<file path="src/rtl/player_turn_controller_pkg.sv">
// Shared types, constants and card arithmetic for the player turn controller.
package player_turn_controller_pkg;

    typedef enum logic [1:0] {
        COMMAND_NONE  = 2'd0,
        COMMAND_HIT   = 2'd1,
        COMMAND_STAND = 2'd2
    } gameCommand;

    typedef enum logic [2:0] {
        IDLE,
        WAIT_CMD,
        WAIT_RELEASE,
        REQ_CARD,
        EVAL,
        DONE
    } turnState;

    localparam logic [4:0] BLACKJACK_LIMIT = 5'd21;
    localparam logic [4:0] FACE_VALUE      = 5'd10;
    localparam logic [4:0] SOFT_ACE_BONUS  = 5'd10;

    function automatic logic rank_ok(input logic [3:0] rank);
        return (rank >= 4'd1) && (rank <= 4'd13);
    endfunction

    function automatic logic [4:0] card_value(input logic [3:0] rank);
        return (rank > 4'd10) ? FACE_VALUE : {1'b0, rank};
    endfunction

    // One ace may count 11 only while that keeps the hand at or below 21.
    function automatic logic [4:0] soft_total(input logic [4:0] hard, input logic ace);
        return (ace && (hard <= (BLACKJACK_LIMIT - SOFT_ACE_BONUS))) ? hard + SOFT_ACE_BONUS : hard;
    endfunction

endpackage

</file>
<file path="src/rtl/player_turn_controller_if.sv">
// Command/card/result bundle between the input block, deck logic, game FSM and the controller.
interface player_turn_controller_if;
    import player_turn_controller_pkg::*;

    logic       start_turn;
    logic       ready;
    gameCommand command;
    logic       card_valid;
    logic [3:0] card_rank;
    logic       turnIndicator;
    logic       card_req;
    logic [4:0] hand_total;
    logic [3:0] card_count;
    logic       bust;
    logic       stood;
    logic       turn_done;

    modport master (
        output start_turn, ready, command, card_valid, card_rank,
        input  turnIndicator, card_req, hand_total, card_count, bust, stood, turn_done
    );

    modport slave (
        input  start_turn, ready, command, card_valid, card_rank,
        output turnIndicator, card_req, hand_total, card_count, bust, stood, turn_done
    );
endinterface

</file>
<file path="src/rtl/player_turn_controller_press_debouncer.sv">
// Fires on the CYCLES-th consecutive cycle that i_en is high; any low cycle restarts the count.
module press_debouncer #(
    parameter int unsigned CYCLES = 16
) (
    input  logic clk,
    input  logic reset_n,
    input  logic i_en,
    output logic o_done
);
    localparam int unsigned   CW   = $clog2(CYCLES + 1);
    localparam logic [CW-1:0] LAST = CW'(CYCLES - 1);

    logic [CW-1:0] r_cnt;

    assign o_done = i_en && (r_cnt == LAST);

    always_ff @(posedge clk or negedge reset_n) begin
        if (!reset_n)             r_cnt <= '0;
        else if (!i_en || o_done) r_cnt <= '0;
        else                      r_cnt <= r_cnt + CW'(1);
    end
endmodule

</file>
<file path="src/rtl/player_turn_controller.sv">
// Player turn FSM: debounced HIT/STAND handling, card requests and soft-ace hand totals.
module player_turn_controller
    import player_turn_controller_pkg::*;
#(
    parameter int unsigned DEBOUNCE_CYCLES = 16
) (
    input  logic                     clk,
    input  logic                     reset_n,
    player_turn_controller_if.slave  bus
);
    turnState   r_state;
    gameCommand r_prev_cmd;
    logic [4:0] r_hard;
    logic       r_ace;
    logic       r_turn_ind, r_card_req, r_bust, r_stood, r_turn_done;
    logic [4:0] r_hand_total;
    logic [3:0] r_card_count;

    logic       w_press_en, w_press_done, w_rel_en, w_rel_done, w_accept, w_ace_nxt;
    logic [4:0] w_hard_nxt;

    // A press only counts while the same non-idle command repeats cycle to cycle.
    assign w_press_en = (r_state == WAIT_CMD) && bus.ready && (bus.command != COMMAND_NONE)
                        && (bus.command == r_prev_cmd);
    assign w_rel_en   = (r_state == WAIT_RELEASE) && !bus.ready;
    assign w_accept   = (r_state == REQ_CARD) && r_card_req && bus.card_valid && rank_ok(bus.card_rank);
    assign w_hard_nxt = r_hard + card_value(bus.card_rank);
    assign w_ace_nxt  = r_ace || (bus.card_rank == 4'd1);

    press_debouncer #(.CYCLES(DEBOUNCE_CYCLES)) u_press_db (
        .clk(clk), .reset_n(reset_n), .i_en(w_press_en), .o_done(w_press_done));

    press_debouncer #(.CYCLES(DEBOUNCE_CYCLES)) u_release_db (
        .clk(clk), .reset_n(reset_n), .i_en(w_rel_en), .o_done(w_rel_done));

    always_ff @(posedge clk or negedge reset_n) begin
        if (!reset_n) begin
            r_state      <= IDLE;
            r_prev_cmd   <= COMMAND_NONE;
            r_hard       <= '0;
            r_ace        <= 1'b0;
            r_turn_ind   <= 1'b0;
            r_card_req   <= 1'b0;
            r_hand_total <= '0;
            r_card_count <= '0;
            r_bust       <= 1'b0;
            r_stood      <= 1'b0;
            r_turn_done  <= 1'b0;
        end else begin
            r_prev_cmd  <= bus.command;
            r_turn_done <= 1'b0;
            case (r_state)
                IDLE: if (bus.start_turn) begin
                    r_hard       <= '0;
                    r_ace        <= 1'b0;
                    r_hand_total <= '0;
                    r_card_count <= '0;
                    r_bust       <= 1'b0;
                    r_stood      <= 1'b0;
                    r_turn_ind   <= 1'b1;
                    r_state      <= WAIT_CMD;
                end
                WAIT_CMD: if (w_press_done) begin
                    r_turn_ind <= 1'b0;
                    if (bus.command == COMMAND_HIT) begin
                        r_state <= REQ_CARD;
                    end else begin
                        r_stood     <= 1'b1;
                        r_turn_done <= 1'b1;
                        r_state     <= DONE;
                    end
                end
                REQ_CARD: begin
                    if (w_accept) begin
                        r_card_req   <= 1'b0;
                        r_hard       <= w_hard_nxt;
                        r_ace        <= w_ace_nxt;
                        r_hand_total <= soft_total(w_hard_nxt, w_ace_nxt);
                        if (r_card_count != 4'd15) r_card_count <= r_card_count + 4'd1;
                        r_state      <= EVAL;
                    end else begin
                        r_card_req <= 1'b1;
                    end
                end
                EVAL: begin
                    if (r_hard > BLACKJACK_LIMIT) begin
                        r_bust      <= 1'b1;
                        r_turn_done <= 1'b1;
                        r_state     <= DONE;
                    end else if (soft_total(r_hard, r_ace) == BLACKJACK_LIMIT) begin
                        r_stood     <= 1'b1;
                        r_turn_done <= 1'b1;
                        r_state     <= DONE;
                    end else begin
                        r_turn_ind <= 1'b1;
                        r_state    <= WAIT_RELEASE;
                    end
                end
                WAIT_RELEASE: if (w_rel_done) r_state <= WAIT_CMD;
                DONE:         r_state <= IDLE;
                default:      r_state <= IDLE;
            endcase
        end
    end

    assign bus.turnIndicator = r_turn_ind;
    assign bus.card_req      = r_card_req;
    assign bus.hand_total    = r_hand_total;
    assign bus.card_count    = r_card_count;
    assign bus.bust          = r_bust;
    assign bus.stood         = r_stood;
    assign bus.turn_done     = r_turn_done;
endmodule

</file>
<file path="src/flat_wrapper.sv">
// flat-port wrapper written by rule: the top's interface ports become plain ports
module player_turn_controller_flat import player_turn_controller_pkg::*;
#(
    parameter int unsigned DEBOUNCE_CYCLES = 16
)
  (clk, reset_n, bus_start_turn, bus_ready, bus_command, bus_card_valid, bus_card_rank, bus_turnIndicator, bus_card_req, bus_hand_total, bus_card_count, bus_bust, bus_stood, bus_turn_done);
  player_turn_controller_if bus_i ();
  input  logic clk;
  input  logic reset_n;
  input wire logic [$bits(bus_i.start_turn)-1:0] bus_start_turn;
  input wire logic [$bits(bus_i.ready)-1:0] bus_ready;
  input wire logic [$bits(bus_i.command)-1:0] bus_command;
  input wire logic [$bits(bus_i.card_valid)-1:0] bus_card_valid;
  input wire logic [$bits(bus_i.card_rank)-1:0] bus_card_rank;
  output wire logic [$bits(bus_i.turnIndicator)-1:0] bus_turnIndicator;
  output wire logic [$bits(bus_i.card_req)-1:0] bus_card_req;
  output wire logic [$bits(bus_i.hand_total)-1:0] bus_hand_total;
  output wire logic [$bits(bus_i.card_count)-1:0] bus_card_count;
  output wire logic [$bits(bus_i.bust)-1:0] bus_bust;
  output wire logic [$bits(bus_i.stood)-1:0] bus_stood;
  output wire logic [$bits(bus_i.turn_done)-1:0] bus_turn_done;
  assign bus_i.start_turn = bus_start_turn;
  assign bus_i.ready = bus_ready;
  assign bus_i.command = bus_command;
  assign bus_i.card_valid = bus_card_valid;
  assign bus_i.card_rank = bus_card_rank;
  assign bus_turnIndicator = bus_i.turnIndicator;
  assign bus_card_req = bus_i.card_req;
  assign bus_hand_total = bus_i.hand_total;
  assign bus_card_count = bus_i.card_count;
  assign bus_bust = bus_i.bust;
  assign bus_stood = bus_i.stood;
  assign bus_turn_done = bus_i.turn_done;
  player_turn_controller #(.DEBOUNCE_CYCLES(DEBOUNCE_CYCLES)) u_core (.clk(clk), .reset_n(reset_n), .bus(bus_i));
endmodule
</file>
<file path="config.mk">
export PLATFORM = sky130hd
export DESIGN_NAME = player_turn_controller_flat
export DESIGN_NICKNAME = d
export VERILOG_FILES = /design/src/rtl/player_turn_controller_pkg.sv /design/src/rtl/player_turn_controller_if.sv /design/src/rtl/player_turn_controller_press_debouncer.sv /design/src/rtl/player_turn_controller.sv /design/src/flat_wrapper.sv
export SDC_FILE = /design/constraint.sdc
export NUM_CORES = 1
export LEC_CHECK = 0
export CORE_MARGIN = 2
export CORE_UTILIZATION = 45
export DETAILED_ROUTE_END_ITERATION = 7
export GPL_TIMING_DRIVEN = 0
export PLACE_DENSITY_LB_ADDON = 0.05
export SLEW_MARGIN = 20
export SYNTH_ARGS = -nofsm -noshare
export SYNTH_HDL_FRONTEND = slang
export SYNTH_HIERARCHICAL = 1
export SYNTH_SLANG_ARGS = --single-unit
</file>
<file path="constraint.sdc">
create_clock -name clk -period 2.95 [get_ports clk]
set_clock_uncertainty 0.15 [all_clocks]
set_input_delay 0.7375 -clock clk [delete_from_list [all_inputs] [get_ports clk]]
set_output_delay 0.7375 -clock clk [all_outputs]
set_load 0.1 [all_outputs]
</file>
# Word level (Yosys, flattened, before mapping)

Cells that the tools add are included.

Muxes and demuxes: 43
Equal/unequal tests: 21
Order comparisons: 6
Reduce and logical (&&, ||, !) cells: 29
Add/sub/neg operators: 6

Operators with widths:

| kind                                                                             | count |
|---|---|
| 5-bit 2-to-1 mux                                                                 | 7 |
| 3-bit 2-to-1 mux                                                                 | 7 |
| 5-bit one-hot mux with 2 select lines                                            | 2 |
| 1-bit 2-to-1 mux                                                                 | 16 |
| 4-bit 2-to-1 mux                                                                 | 4 |
| 3-bit one-hot mux with 5 select lines                                            | 1 |
| 2-bit inequality test, second input constant                                     | 7 |
| 1-bit logical AND                                                                | 12 |
| 5-bit by 1-bit adder with 5-bit output, second input constant                    | 2 |
| 5-bit by 4-bit adder with 5-bit output, second input constant                    | 2 |
| 5-bit by 4-bit == test with 1-bit output, second input constant                  | 2 |
| 5-bit by 4-bit less-or-equal comparator with 1-bit output, second input constant | 2 |
| 4-bit one-hot mux with 2 select lines                                            | 1 |
| 4-bit AND reduction                                                              | 2 |
| 3-bit by 2-bit == test with 1-bit output, second input constant                  | 2 |
| 2-bit by 1-bit inequality test with 1-bit output, second input constant          | 3 |
| 1-bit one-hot mux with 2 select lines                                            | 3 |
| 1-bit one-hot mux with 3 select lines                                            | 2 |
| 3-bit AND reduction                                                              | 2 |
| 6-bit AND reduction                                                              | 1 |
| 2-bit nonzero test                                                               | 3 |
| 5-bit adder                                                                      | 1 |
| 5-bit == test, second input constant                                             | 1 |
| 5-bit > comparator, second input constant                                        | 1 |
| other kinds (15)                                                                 | 19 |

Output and inout bits: 14
Word-level logic and storage cells: 118
Input bits: 11
Register bits: 35

# Logic depth before layout (Yosys ltp)

Gate-level depths: netlist of the first run.

Word-level depth: 8
Depth in mapped cells: 12
Gate-level depth less buffers: 12

# Hierarchy

Netlist of the first run, hierarchy kept.

By module, submodules not included:

| module                 | cells an instance | seq. area each (um^2) | instances | area each (um^2) |
|---|---|---|---|---|
| player_turn_controller | 176               | 600.6                 | 1         | 1635.3 |
| press_debouncer        | 21                | 125.1                 | 2         | 234.0 |

# Least setup slack after synthesis of the first run

OpenSTA, ideal clock, no wires.

Path type: input -> register
Start: input port bus_card_rank[2]
End: register u_core.r_hand_total[1] (netlist: u_core/bus.hand_total[1])
Cell stages on the path: 12
Setup slack: -115 ps
Buffers on the path: 0
Data arrival time: 2828 ps
Setup time: 87 ps
Path through: o21ai_0 -> and2_1 -> ha_1 -> fa_1 -> xor2_1 -> inv_1 -> ha_1 -> nand2_1 -> o21ai_0 -> o211a_1 -> or3_1 -> o211ai_1

Cells in the longest elaborated chain, start to end: 8

RTL lines:

| item                                                      | RTL line                         | RTL |
|---|---|---|
| start, declared                                           | flat_wrapper.sv:14               | `input wire logic [$bits(bus_i.card_rank)-1:0] bus_card_rank;` |
| 4-bit > comparator                                        | player_turn_controller_pkg.sv:28 | `return (rank > 4'd10) ? FACE_VALUE : {1'b0, rank};` |
| 4-bit 2-to-1 mux                                          | player_turn_controller_pkg.sv:28 |  |
| 5-bit adder                                               | player_turn_controller.sv:27     | `assign w_hard_nxt = r_hard + card_value(bus.card_rank);` |
| 5-bit by 4-bit less-or-equal comparator with 1-bit output | player_turn_controller_pkg.sv:33 | `return (ace && (hard <= (BLACKJACK_LIMIT - SOFT_ACE_BONUS))) ? hard + SOFT_ACE_BONUS : hard;` |
| 1-bit logical AND                                         | player_turn_controller_pkg.sv:33 |  |
| 5-bit 2-to-1 mux                                          | player_turn_controller_pkg.sv:33 |  |
| 5-bit 2-to-1 mux                                          | player_turn_controller.sv:74     | `if (w_accept) begin` |
| 5-bit one-hot mux with 2 select lines                     | player_turn_controller.sv:52     | `case (r_state)` |
| end signal, assigned                                      | player_turn_controller.sv:78     | `r_hand_total <= soft_total(w_hard_nxt, w_ace_nxt);` |
| end, declared                                             | player_turn_controller.sv:16     | `logic [4:0] r_hand_total;` |

Parallel ways exist; a longest one is shown, timed or not. The select of a mux whose other input is x is not followed.
A chain may end at the register's enable or synchronous reset.

# Worst setup path in the final report of the first run

Start: input port bus_card_rank[1]
End: register u_core.r_hand_total[1] (netlist: u_core/bus.hand_total[1])

Same word-level chain as after synthesis.

==> impl_results.md, run 1 <==
- Area of the multi-input gates: between 1000 and 1500 sq um
- Skew-Pair Late Insertion Delay: 280 ps
- Synth Area in Compound Gates: between 10% and 20%
- Crit Path Category: in -> reg
- Simple-gate portion of the synthesized area: between 20% and 30%
- DR WL met2: slightly above 2000 microns
- Initial DRT Pass Iterations: 4
- Vias/cell: 5.64
- Synthesis Warnings: 6
- Core Box Area: between 4000 and 5000 sq um
- Synth Cell Area: approximately 2100 sq um
- Area delta synth->final: 21.4%
- Remaining DRCs: 0
- Worst EP required: 3000 ps
- Top fanout value on the critical path: 5
- FF+latch area: between 800 and 900 sq um
- Max-cap violation count: 0
- CTS Root Cell: clkbuf_8
- Tmin final: about 2800 ps
- Die Wd: between 70 and 80 microns
- CTS Buf Count: 5
- Via Count: about 1,700
- Tcrit/Tclk final: about 95%
- Top sig layer: met4
- Synthesized-area fraction occupied by adder cells: a little under a tenth
- Chip height: roughly 72 microns
- Cell taking the most area after synthesis: dfrtp_1
- Global-route wire length before repair: between 7000 and 8000 microns
- CP Capture Type: flop
- Nets@finish: 277
- Clock Path Buffers: 2
- Outcome: completed
- Cell Rows: 24
- Most common flop cell mapped by yosys: dfrtp_1
- FFs w/ async S/R, synth: 100%
- Metal-1 WL: 2110 microns
- Yosys reg bits: 34
- Max IR drop VDD: roughly 0.19 mV
- Antenna diodes: 0
- Routed length per instance: between 10 and 15 microns
- CTS tree: built
- RSZ-0062 raised after global routing: false
- Startpoint Class: input port
- Hold Vio Cnt, Final: 0
- Port Buffers: 24
- Final Util: between 50% and 60%
- Hold buffer count at CTS: 0
- Worst-Margin Slew: roughly 970 ps
- WL final: 4330 microns
- Gpl congestion: ~0.8
- Clock sinks: 34
- Largest family of logic cells by synthesized area: simple AND/OR/NAND/NOR gates
- Hold crit path type: in -> async
- Initial DRC count: 100
- Initial antenna violation count: 0
- Die area: 5240 sq um
- EDFF count, synth: 0
- Clk pin slew, worst setup/hold paths: 60 ps
- Sequential area share after synthesis: approximately two fifths
- Post-synth top area share: about two fifths
- Syn_area_per_cell: 9.65 sq um
- Area contributors post-synth: dfrtp_1 (40%), ha_1 (8.3%), nand2_1 (4.6%), nand3_1 (3.6%), nor2_1 (2.9%)
- Largest net degree at the start of global routing: 21
- GR Overflow Total: 0
- Final setup violation count: 0
- Mux cell area share after synthesis: 3.45%
- Worst EP arrival: ~2800 ps
- Starting density of the core: 47.6%
- Static leakage: 0.00117 uW
- Post-DRT Antenna Nets: 0
- Fin. max-slew vios: 0
- Layout cells sized above 1: 15.9%
- Total GRT Usage: a little under a fifth
- CTS H-tree lvls: 2
- Power density over the cells: roughly 340 nW/um^2
- Final Hold Slack: about 220 ps
- Vias in the first global route: around 1,700
- Post-synthesis xor/xnor area fraction: 2.08%
- Cells after Synth: 218
- DP Wirelength: roughly 3300 microns
- I/O pin count: 25
- Yosys cell types: 55
- Syn Nets: 244
- # fillers: ~420
- Met3 Wirelength: 138 microns
- Slew HR: between 30% and 40%
- Max Freq: ~360 MHz
critical path, cell delays in order:
cell and delay, ps:
buf_4 110, o21ai_1 50, and2_1 150, ha_2 190, fa_2 390, xor2_4 160, inv_2 60, ha_1 190
nand2_1 70, o21ai_2 70, o211a_1 150, or3_4 340, o211ai_1 160
cells in the final DEF (no fill, tap or decap), types with 2 or more instances in the layout:
cell type        instances
a211oi_2                 2
or2_2                    2
nor2_1                  16
xnor2_1                  4
a21o_1                   4
a21oi_1                  4
or3b_1                   2
o311ai_2                 2
nand2_1                 26
clkbuf_1                 6
nand3b_1                 4
and3_1                   4
mux2i_1                  5
clkdlybuf4s50_1         18
inv_1                    7
buf_6                    2
and2_2                   2
buf_2                    2
nor3_1                   2
ha_1                    13
mux2_2                   2
o211ai_1                 2
nand3_1                 15
nand4_2                  2
clkbuf_8                 5
a31oi_1                  6
nor2b_1                  5
and2_1                   2
dfrtp_1                 34
o41ai_1                  3
o21ai_1                  2
buf_4                    5
nand2b_1                 4
or2b_1                   2
o21ai_0                  5
through the flow:
stage	setup WS (ps)	std cells	total power (uW)	instance area [sq um]	TNS, ps
after CTS	5.21	303	867	2530	0
final	153	303	855	2550	0
after global routing	18.1	303	901	2550	0
after global placement	-878	294	543	2420	-3540
after detailed placement	-936	295	549	2440	-3640
after floorplan	6.84	218	510	2110	0
logic make-up (layout without fill, tap and decap cells):
logic type | count (synthesis) | count (layout)
simple gates | 99 | 99
compound gates | 42 | 42
fa+ha+maj | 15 | 15
buf+inv | 16 | 49
xor+xnor | 5 | 5
mux | 7 | 7
flops | 34 | 34
timing repair:
| action | 4_1_cts | 5_1_grt |
|---|---|---|
| gates resized for setup | 19 | 15 |
| setup endpoints to repair | 4 | 5 |
| pin swaps | 2 | 4 |
| setup buffers | 1 | 0 |
flip-flops by register name, summed over array words and instances, names as in the netlist:
name	cells
u_core/bus.card_count	4
u_core/r_ace	1
u_core/u_release_db/r_cnt	5
u_core/bus.turn_done	1
u_core/r_state	3
u_core/r_hard	5
u_core/bus.turnIndicator	1
u_core/u_press_db/r_cnt	5
u_core/bus.bust	1
u_core/r_prev_cmd	2
u_core/bus.hand_total	4
u_core/bus.card_req	1
u_core/bus.stood	1
synthesized netlist by cell type, drive strengths merged, types with 3 or more instances:
library cell,number
nand3,16
inv,8
nor2,16
a21o,4
o311ai,4
o21ai,8
a31oi,6
clkbuf,4
nand4,3
and2,4
a21oi,5
nand3b,5
o41ai,3
and3,4
nand2b,4
nor2b,5
xnor2,4
buf,4
ha,14
nand2,26
mux2i,5
dfrtp,34
layer usage:
metal	up-vias	GRT usage, %
li1	852	-
met1	830	25.4
met2	23	29.6
met3	4	4.44
met4	0	5.24
met5	-	0
final timing paths:
check	start	endpoint	cells past startpoint	slack [ps]
min	reset_n	u_core/u_press_db/r_cnt[2]	1	220
max in group asynchronous	reset_n	u_core/bus.hand_total[1]	2	2000
max	bus_card_rank[1]	u_core/bus.hand_total[1]	13	150
min in group clk	u_core/u_release_db/r_cnt[0]	u_core/u_release_db/r_cnt[0]	1	330
max reg2reg	u_core/r_hard[0]	u_core/bus.hand_total[1]	10	400
min reg2reg	u_core/u_release_db/r_cnt[0]	u_core/u_release_db/r_cnt[0]	1	330
area by class of cell:
class / count / share of cell area, %
repair buffers: 26 / 10.5
inverters: 8 / 1.18
multi-input cells: 168 / 47.8
clock buffers: 7 / 2.99
plain buffers: 8 / 1.67
well taps: 52 / 2.55
flip-flops and latches: 34 / 33.3
power by group:
group	internal, uW	leakage (uW)	switching [uW]
sequential	468	0.000460	1.32
clock	162	0.0000383	150
combinational	32.9	0.000669	40.1
(Power assumes the default switching activity.)
==> run 2: changes to the inputs <==
--- a/config.mk
+++ b/config.mk
@@ -9,7 +9,7 @@
 export CORE_UTILIZATION = 45
 export DETAILED_ROUTE_END_ITERATION = 7
 export GPL_TIMING_DRIVEN = 0
-export PLACE_DENSITY_LB_ADDON = 0.05
+export PLACE_DENSITY_LB_ADDON = 0.12
 export SLEW_MARGIN = 20
 export SYNTH_ARGS = -nofsm -noshare
 export SYNTH_HDL_FRONTEND = slang
==> constraint.sdc (replaced) <==
create_clock -name clk -period 2.65 [get_ports clk]
set_clock_uncertainty 0.15 [all_clocks]
set_input_delay 0.6625 -clock clk [delete_from_list [all_inputs] [get_ports clk]]
set_output_delay 0.6625 -clock clk [all_outputs]
set_load 0.1 [all_outputs]
==> impl_results.md, run 2 (synthesized netlist as in run 1, its figures left out) <==
- Outcome: completed (unchanged)
- Fin. max-slew vios: 0 (unchanged)
- Layout cells sized above 1: 19.8% (was 15.9%)
- Worst EP arrival: 2650 ps (was 2840 ps)
- Worst path cell trace: buf_8 > o21ai_2 > and2_4 > ha_4 > fa_2 > xor2_4 > inv_2 > ha_4 > nand2_2 > o21ai_2 > buf_4 > mux2_2 > o311ai_2 (was buf_4 > o21ai_1 > and2_1 > ha_2 > fa_2 > xor2_4 > inv_2 > ha_1 > nand2_1 > o21ai_2 > o211a_1 > or3_4 > o211ai_1)
- RSZ-0062 raised after global routing: true (was false)
- Int Power: 749 uW (was 664 uW)
- P_sw: 221 uW (was 192 uW)
- DP Wirelength: 3160 microns (was 3260 microns)
- CTS tree: built (unchanged)
- Post-DRT Antenna Nets: 0 (unchanged)
- Max IR drop VDD: 0.185 mV (was 0.188 mV)
- CTS Root Cell: clkbuf_8 (unchanged)
- CTS H-tree lvls: 2 (unchanged)
- Tmin final: ~2600 ps
- Max-cap violation count: 0 (unchanged)
- Starting density of the core: 47.6% (unchanged)
- Commonest non-fill, non-tap cell in the layout: dfrtp_1 (unchanged)
- Gpl congestion: 0.874 (was 0.797)
- Switching part of the total: 22.7% (was 22.4%)
- Remaining DRCs: 0 (unchanged)
- Top fanout value on the critical path: 2 (was 5)
- Core Box Area: 4410 sq um (unchanged)
- Crit-path slowest cell: fa_2 (unchanged)
- Clock sinks: 34 (unchanged)
- Via Count: 1,703 (was 1,709)
- GR Overflow Total: 0 (unchanged)
- Vias/cell: 5.49 (was 5.64)
- Hold Vio Cnt, Final: 0 (unchanged)
- Nets@finish: 284 (was 277)
- Largest net degree at the start of global routing: 22 (was 21)
- Final Util: 60.0% (was 57.8%)
- CTS Buf Count: 5 (unchanged)
- Initial DRT Pass Iterations: 5 (was 4)
- Clk pin slew, worst setup/hold paths: 60 ps (about the same)
- Power density over the cells: 366 nW/um^2 (was 335 nW/um^2)
- Startpoint Class: input port (unchanged)
- Crit Path Category: in -> reg (unchanged)
- WL final: 4420 microns (was 4330 microns)
- Flop pwr share: 53.9% (was 54.9%)
- Vias in the first global route: 1,678 (was 1,671)
- Dpl ws: -988 ps (was -936 ps)
- Static leakage: 0.00124 uW (was 0.00117 uW)
- Clk pwr share: 36.3% (was 36.5%)
- Area delta synth->final: 25.9% (was 21.4%)
- Logic gate share of total power: 9.8% (was 8.5%)
- Hold crit path type: in -> async (unchanged)
- Die area: 5240 sq um (unchanged)
- Slowest cell delay on critical path: 400 ps (was 390 ps)
- Cell Rows: 24 (unchanged)
- Max Freq: about 380 MHz
- Hold buffer count at CTS: 0 (unchanged)
- Largest registers: u_core/r_hard: 5 flops, u_core/u_press_db/r_cnt: 5 flops, u_core/u_release_db/r_cnt: 5 flops (unchanged)
- CP Capture Type: flop (unchanged)
- Most frequent cells in the layout: dfrtp_1 (34), nand2_1 (25), nor2_1 (16) (was dfrtp_1 (34), nand2_1 (26), clkdlybuf4s50_1 (18))
- I/O pin count: 25 (unchanged)
- Antenna diodes: 0 (unchanged)
- Final setup violation count: 0 (unchanged)
- Clock Path Buffers: 2 (unchanged)
- Worst-Margin Slew: 973 ps (about the same)
- Skew-Pair Late Insertion Delay: 280 ps (about the same)
- Global-route wire length before repair: 7640 microns (unchanged)
- Power Total: 970 uW (was 855 uW)
- Chip height: 72.4 microns (unchanged)
- Worst EP required: 2680 ps (was 3000 ps)
- Initial antenna violation count: 0 (unchanged)
- Port Buffers: 24 (unchanged)
- Slew HR: 35.0% (was 34.9%)
- Initial DRC count: 96 (was 100)
- Tcrit/Tclk final: 98.9%
- Routed length per instance: 14.3 microns (about the same)
- Placed Area: 2460 sq um (was 2440 sq um)
- Total GRT Usage: 18.9% (was 18.6%)
- Die Wd: 72.4 microns (unchanged)
- Final non-filler cell area: 2650 sq um (was 2550 sq um)
- Final worst slack: 29.4 ps (was 153 ps)
-- run 2: power groups by stage --
stage	Combinational, uW	Clock, uW	Sequential, uW
after floorplan	36.3	0	532
after global placement	74.2	0	532
after detailed placement	78.8	0	532
after CTS	89.2	367	523
after global routing	106	393	523
final	95.1	352	523
-- run 2: repair_timing --
| action | in CTS | in global routing |
|---|---|---|
| buffers inserted | 4 | 4 |
| endpoints found under the setup margin | 9 | 6 |
| pin swaps | 6 | 8 |
| gates resized for setup | 32 | 8 |
-- run 2: cell type report --
type                            instances  area (sq um)
Buffer                                  8          42.5
Multi-Input combinational cell        168          1250
Tap cell                               52          65.1
Fill cell                             397          1770
Clock buffer                            7          76.3
Sequential cell                        34           851
Inverter                                8          30.0
Timing Repair Buffer                   33           332
-- run 2: worst max-delay path, delay by kind of cell --
family,cells,cell delay (ps)
buf+inv,3,270
xor+xnor,1,170
fa+ha+maj,3,710
simple gates,2,210
mux,1,260
compound gates,3,360
-- run 2: routing by layer --
layer,vias to the layer above,part of all wire [%],GRT usage [%]
li1,858,-,-
met1,808,48,25.6
met2,32,47,29.2
met3,5,3.3,4.31
met4,0,1.5,7.76
met5,-,0,0
-- run 2: path summary, 6_finish.rpt --
kind | depth (start not counted) | slack (ps) | end | start
worst max-delay path | 13 | 30 | u_core/bus.hand_total[4] | bus_card_rank[1]
max in group asynchronous | 2 | 1790 | u_core/bus.card_count[3] | reset_n
worst max register to register | 10 | 150 | u_core/bus.hand_total[4] | u_core/r_hard[0]
min in group clk | 1 | 300 | u_core/u_press_db/r_cnt[0] | u_core/u_press_db/r_cnt[0]
worst min register to register | 1 | 300 | u_core/u_press_db/r_cnt[0] | u_core/u_press_db/r_cnt[0]
worst min-delay path | 1 | 140 | u_core/u_release_db/r_cnt[4] | reset_n
-- run 2: through the flow --
step	cells	hold WS (ps)	TNS [ps]
after floorplan	218	217	-372
after global placement	294	299	-4690
after detailed placement	295	301	-4590
after CTS	306	138	0
after global routing	310	146	-47.1
final	310	139	0
==> run 3: changes to the inputs <==
--- a/config.mk
+++ b/config.mk
@@ -10,6 +10,7 @@
 export DETAILED_ROUTE_END_ITERATION = 7
 export GPL_TIMING_DRIVEN = 0
 export PLACE_DENSITY_LB_ADDON = 0.12
+export REMOVE_ABC_BUFFERS = 1
 export SLEW_MARGIN = 20
 export SYNTH_ARGS = -nofsm -noshare
 export SYNTH_HDL_FRONTEND = slang
==> impl_results.md, run 3 (synthesized netlist as in run 1, its figures left out) <==
- Top fanout value on the critical path: 3 (was 2)
- Hold crit path type: in -> async (unchanged)
- Clk pwr share: 39.0% (was 36.3%)
- Int Power: 784 uW (was 749 uW)
- Final setup TNS: -7.50 ps (was 0 ps)
- Max Freq: 376 MHz (was 382 MHz)
- Vias in the first global route: 1,622 (was 1,678)
- RSZ-0062 raised after global routing: true (unchanged)
- Dpl ws: -1320 ps (was -988 ps)
- Nets@finish: 281 (was 284)
- CTS Root Cell: clkbuf_8 (unchanged)
- Routed length per instance: 14.4 microns (was 14.3 microns)
- Logic gate share of total power: 10.2% (was 9.8%)
- FF+latch area: 851 sq um (unchanged)
- Final worst slack: -7.50 ps (was 29.4 ps)
- Area of the multi-input gates: 1250 sq um (about the same)
- Crit-path slowest cell: fa_2 (unchanged)
- Outcome: finished, violations left (was completed)
- Max IR drop VDD: 0.285 mV (was 0.185 mV)
- CTS tree: built (unchanged)
- Hold buffer count at CTS: 0 (unchanged)
- Crit path buffers/inverters: 3 (unchanged)
- I/O pin count: 25 (unchanged)
- Hold Vio Cnt, Final: 0 (unchanged)
- Initial DRC count: 124 (was 96)
- P_sw: 245 uW (was 221 uW)
- Slowest cell delay on critical path: 400 ps (about the same)
- Remaining DRCs: 0 (unchanged)
- Layout cells sized above 1: 21.9% (was 19.8%)
- Clock sinks: 34 (unchanged)
- Most frequent cells in the layout: dfrtp_1 (34), nand2_1 (25), nor2_1 (16) (unchanged)
- Clock Path Buffers: 2 (unchanged)
- Starting density of the core: 47.6% (unchanged)
- Worst EP required: 2700 ps (was 2680 ps)
- Post-DRT Antenna Nets: 0 (unchanged)
- # fillers: 400 (was 397)
- Worst path cell trace: buf_8 > buf_6 > a21o_1 > fa_2 > xor2_2 > inv_2 > ha_4 > nand2_2 > o21ai_2 > o211a_1 > or3_4 > o211ai_1 (was buf_8 > o21ai_2 > and2_4 > ha_4 > fa_2 > xor2_4 > inv_2 > ha_4 > nand2_2 > o21ai_2 > buf_4 > mux2_2 > o311ai_2)
- Skew-Pair Late Insertion Delay: 290 ps (was 280 ps)
- Chip height: 72.4 microns (unchanged)
- Worst-Margin Slew: 965 ps (was 973 ps)
- Fin. max-slew vios: 0 (unchanged)
- Clk pin slew, worst setup/hold paths: 70 ps (was 60 ps)
- Largest registers: u_core/r_hard: 5 flops, u_core/u_press_db/r_cnt: 5 flops, u_core/u_release_db/r_cnt: 5 flops (unchanged)
- Largest delay share family, worst path: compound AO/OA/AOI/OAI gates (was adder cells)
- Die Wd: 72.4 microns (unchanged)
- Commonest non-fill, non-tap cell in the layout: dfrtp_1 (unchanged)
- Static leakage: 0.00125 uW (was 0.00124 uW)
- Power density over the cells: 385 nW/um^2 (was 366 nW/um^2)
- Antenna diodes: 0 (unchanged)
- Slew HR: 35.4% (was 35.0%)
- Final setup violation count: 1 (was 0)
- Die area: 5240 sq um (unchanged)
- Final Hold Slack: 149 ps (was 139 ps)
- CP Capture Type: flop (unchanged)
- WL final: 4440 microns (was 4420 microns)
- Area delta synth->final: 27.2% (was 25.9%)
- Final Util: 60.6% (was 60.0%)
- Startpoint Class: input port (unchanged)
- Cell Rows: 24 (unchanged)
- DP Wirelength: 2970 microns (was 3160 microns)
- Core Box Area: 4410 sq um (unchanged)
- Flop pwr share: 50.8% (was 53.9%)
- Failing checks: setup timing
- Vias/cell: 5.59 (was 5.49)
- Tcrit/Tclk final: 100% (was 98.9%)
- Gpl congestion: 0.820 (was 0.874)
- Total GRT Usage: 18.5% (was 18.9%)
- Worst EP arrival: 2710 ps (was 2650 ps)
- Largest net degree at the start of global routing: 20 (was 22)
- Global-route wire length before repair: 7580 microns (was 7640 microns)
- Via Count: 1,722 (was 1,703)
- Switching part of the total: 23.8% (was 22.7%)
- GR Overflow Total: 0 (unchanged)
- CTS H-tree lvls: 2 (unchanged)
- Tmin final: 2660 ps (was 2620 ps)
- CTS Buf Count: 5 (unchanged)
- Initial antenna violation count: 0 (unchanged)
- Crit Path Category: in -> reg (unchanged)
- Max-cap violation count: 0 (unchanged)
- Port Buffers: 24 (unchanged)
- Initial DRT Pass Iterations: 4 (was 5)
run 3: power by group through the flow:
stage	Sequential [uW]	Clock (uW)	Combinational (uW)
3_3_place_gp	532	0	71.3
5_1_grt	523	438	115
6_report	522	401	105
2_1_floorplan	532	0	33.5
3_5_place_dp	532	0	76.3
4_1_cts	522	412	97.2
run 3: layout make-up:
type | count | area share, %
Timing Repair Buffer | 38 | 14.5
Inverter | 8 | 1.12
Clock inverter | 2 | 0.468
Tap cell | 52 | 2.43
Sequential cell | 34 | 31.8
Multi-Input combinational cell | 168 | 46.6
Clock buffer | 6 | 3.09
run 3: path summary, 6_finish.rpt:
check	from	to	slack [ps]	cells after the start
max	bus_card_rank[3]	u_core/bus.hand_total[1]	-7	12
min	reset_n	u_core/u_release_db/r_cnt[2]	150	1
max reg2reg	u_core/r_hard[0]	u_core/bus.hand_total[1]	120	10
min reg2reg	u_core/u_press_db/r_cnt[0]	u_core/u_press_db/r_cnt[0]	310	1
max in group asynchronous	reset_n	u_core/bus.hand_total[3]	1760	2
min in group clk	u_core/u_press_db/r_cnt[0]	u_core/u_press_db/r_cnt[0]	310	1
run 3: per-stage QoR:
stage               cell area [sq um]  instances  power, uW
finish                           2680        308       1030
global route                     2680        308       1080
CTS                              2620        305       1030
detailed placement               2390        287        609
global placement                 2370        286        604
floorplan                        2060        210        566
run 3: timing repair:
action / 4_1_cts / 5_1_grt
resized for setup: 44 / 7
pin swaps: 11 / 13
endpoints found under the setup margin: 9 / 7
setup buffers: 10 / 3
run 3: routing by layer:
layer  track usage, %  vias to the layer above  wire length (microns)
met1             25.2                      816                   2090
met2             29.4                       37                   2080
li1                 -                      860                      -
met4             6.71                        0                     78
met5                0                        -                      0
met3             3.33                        9                    202
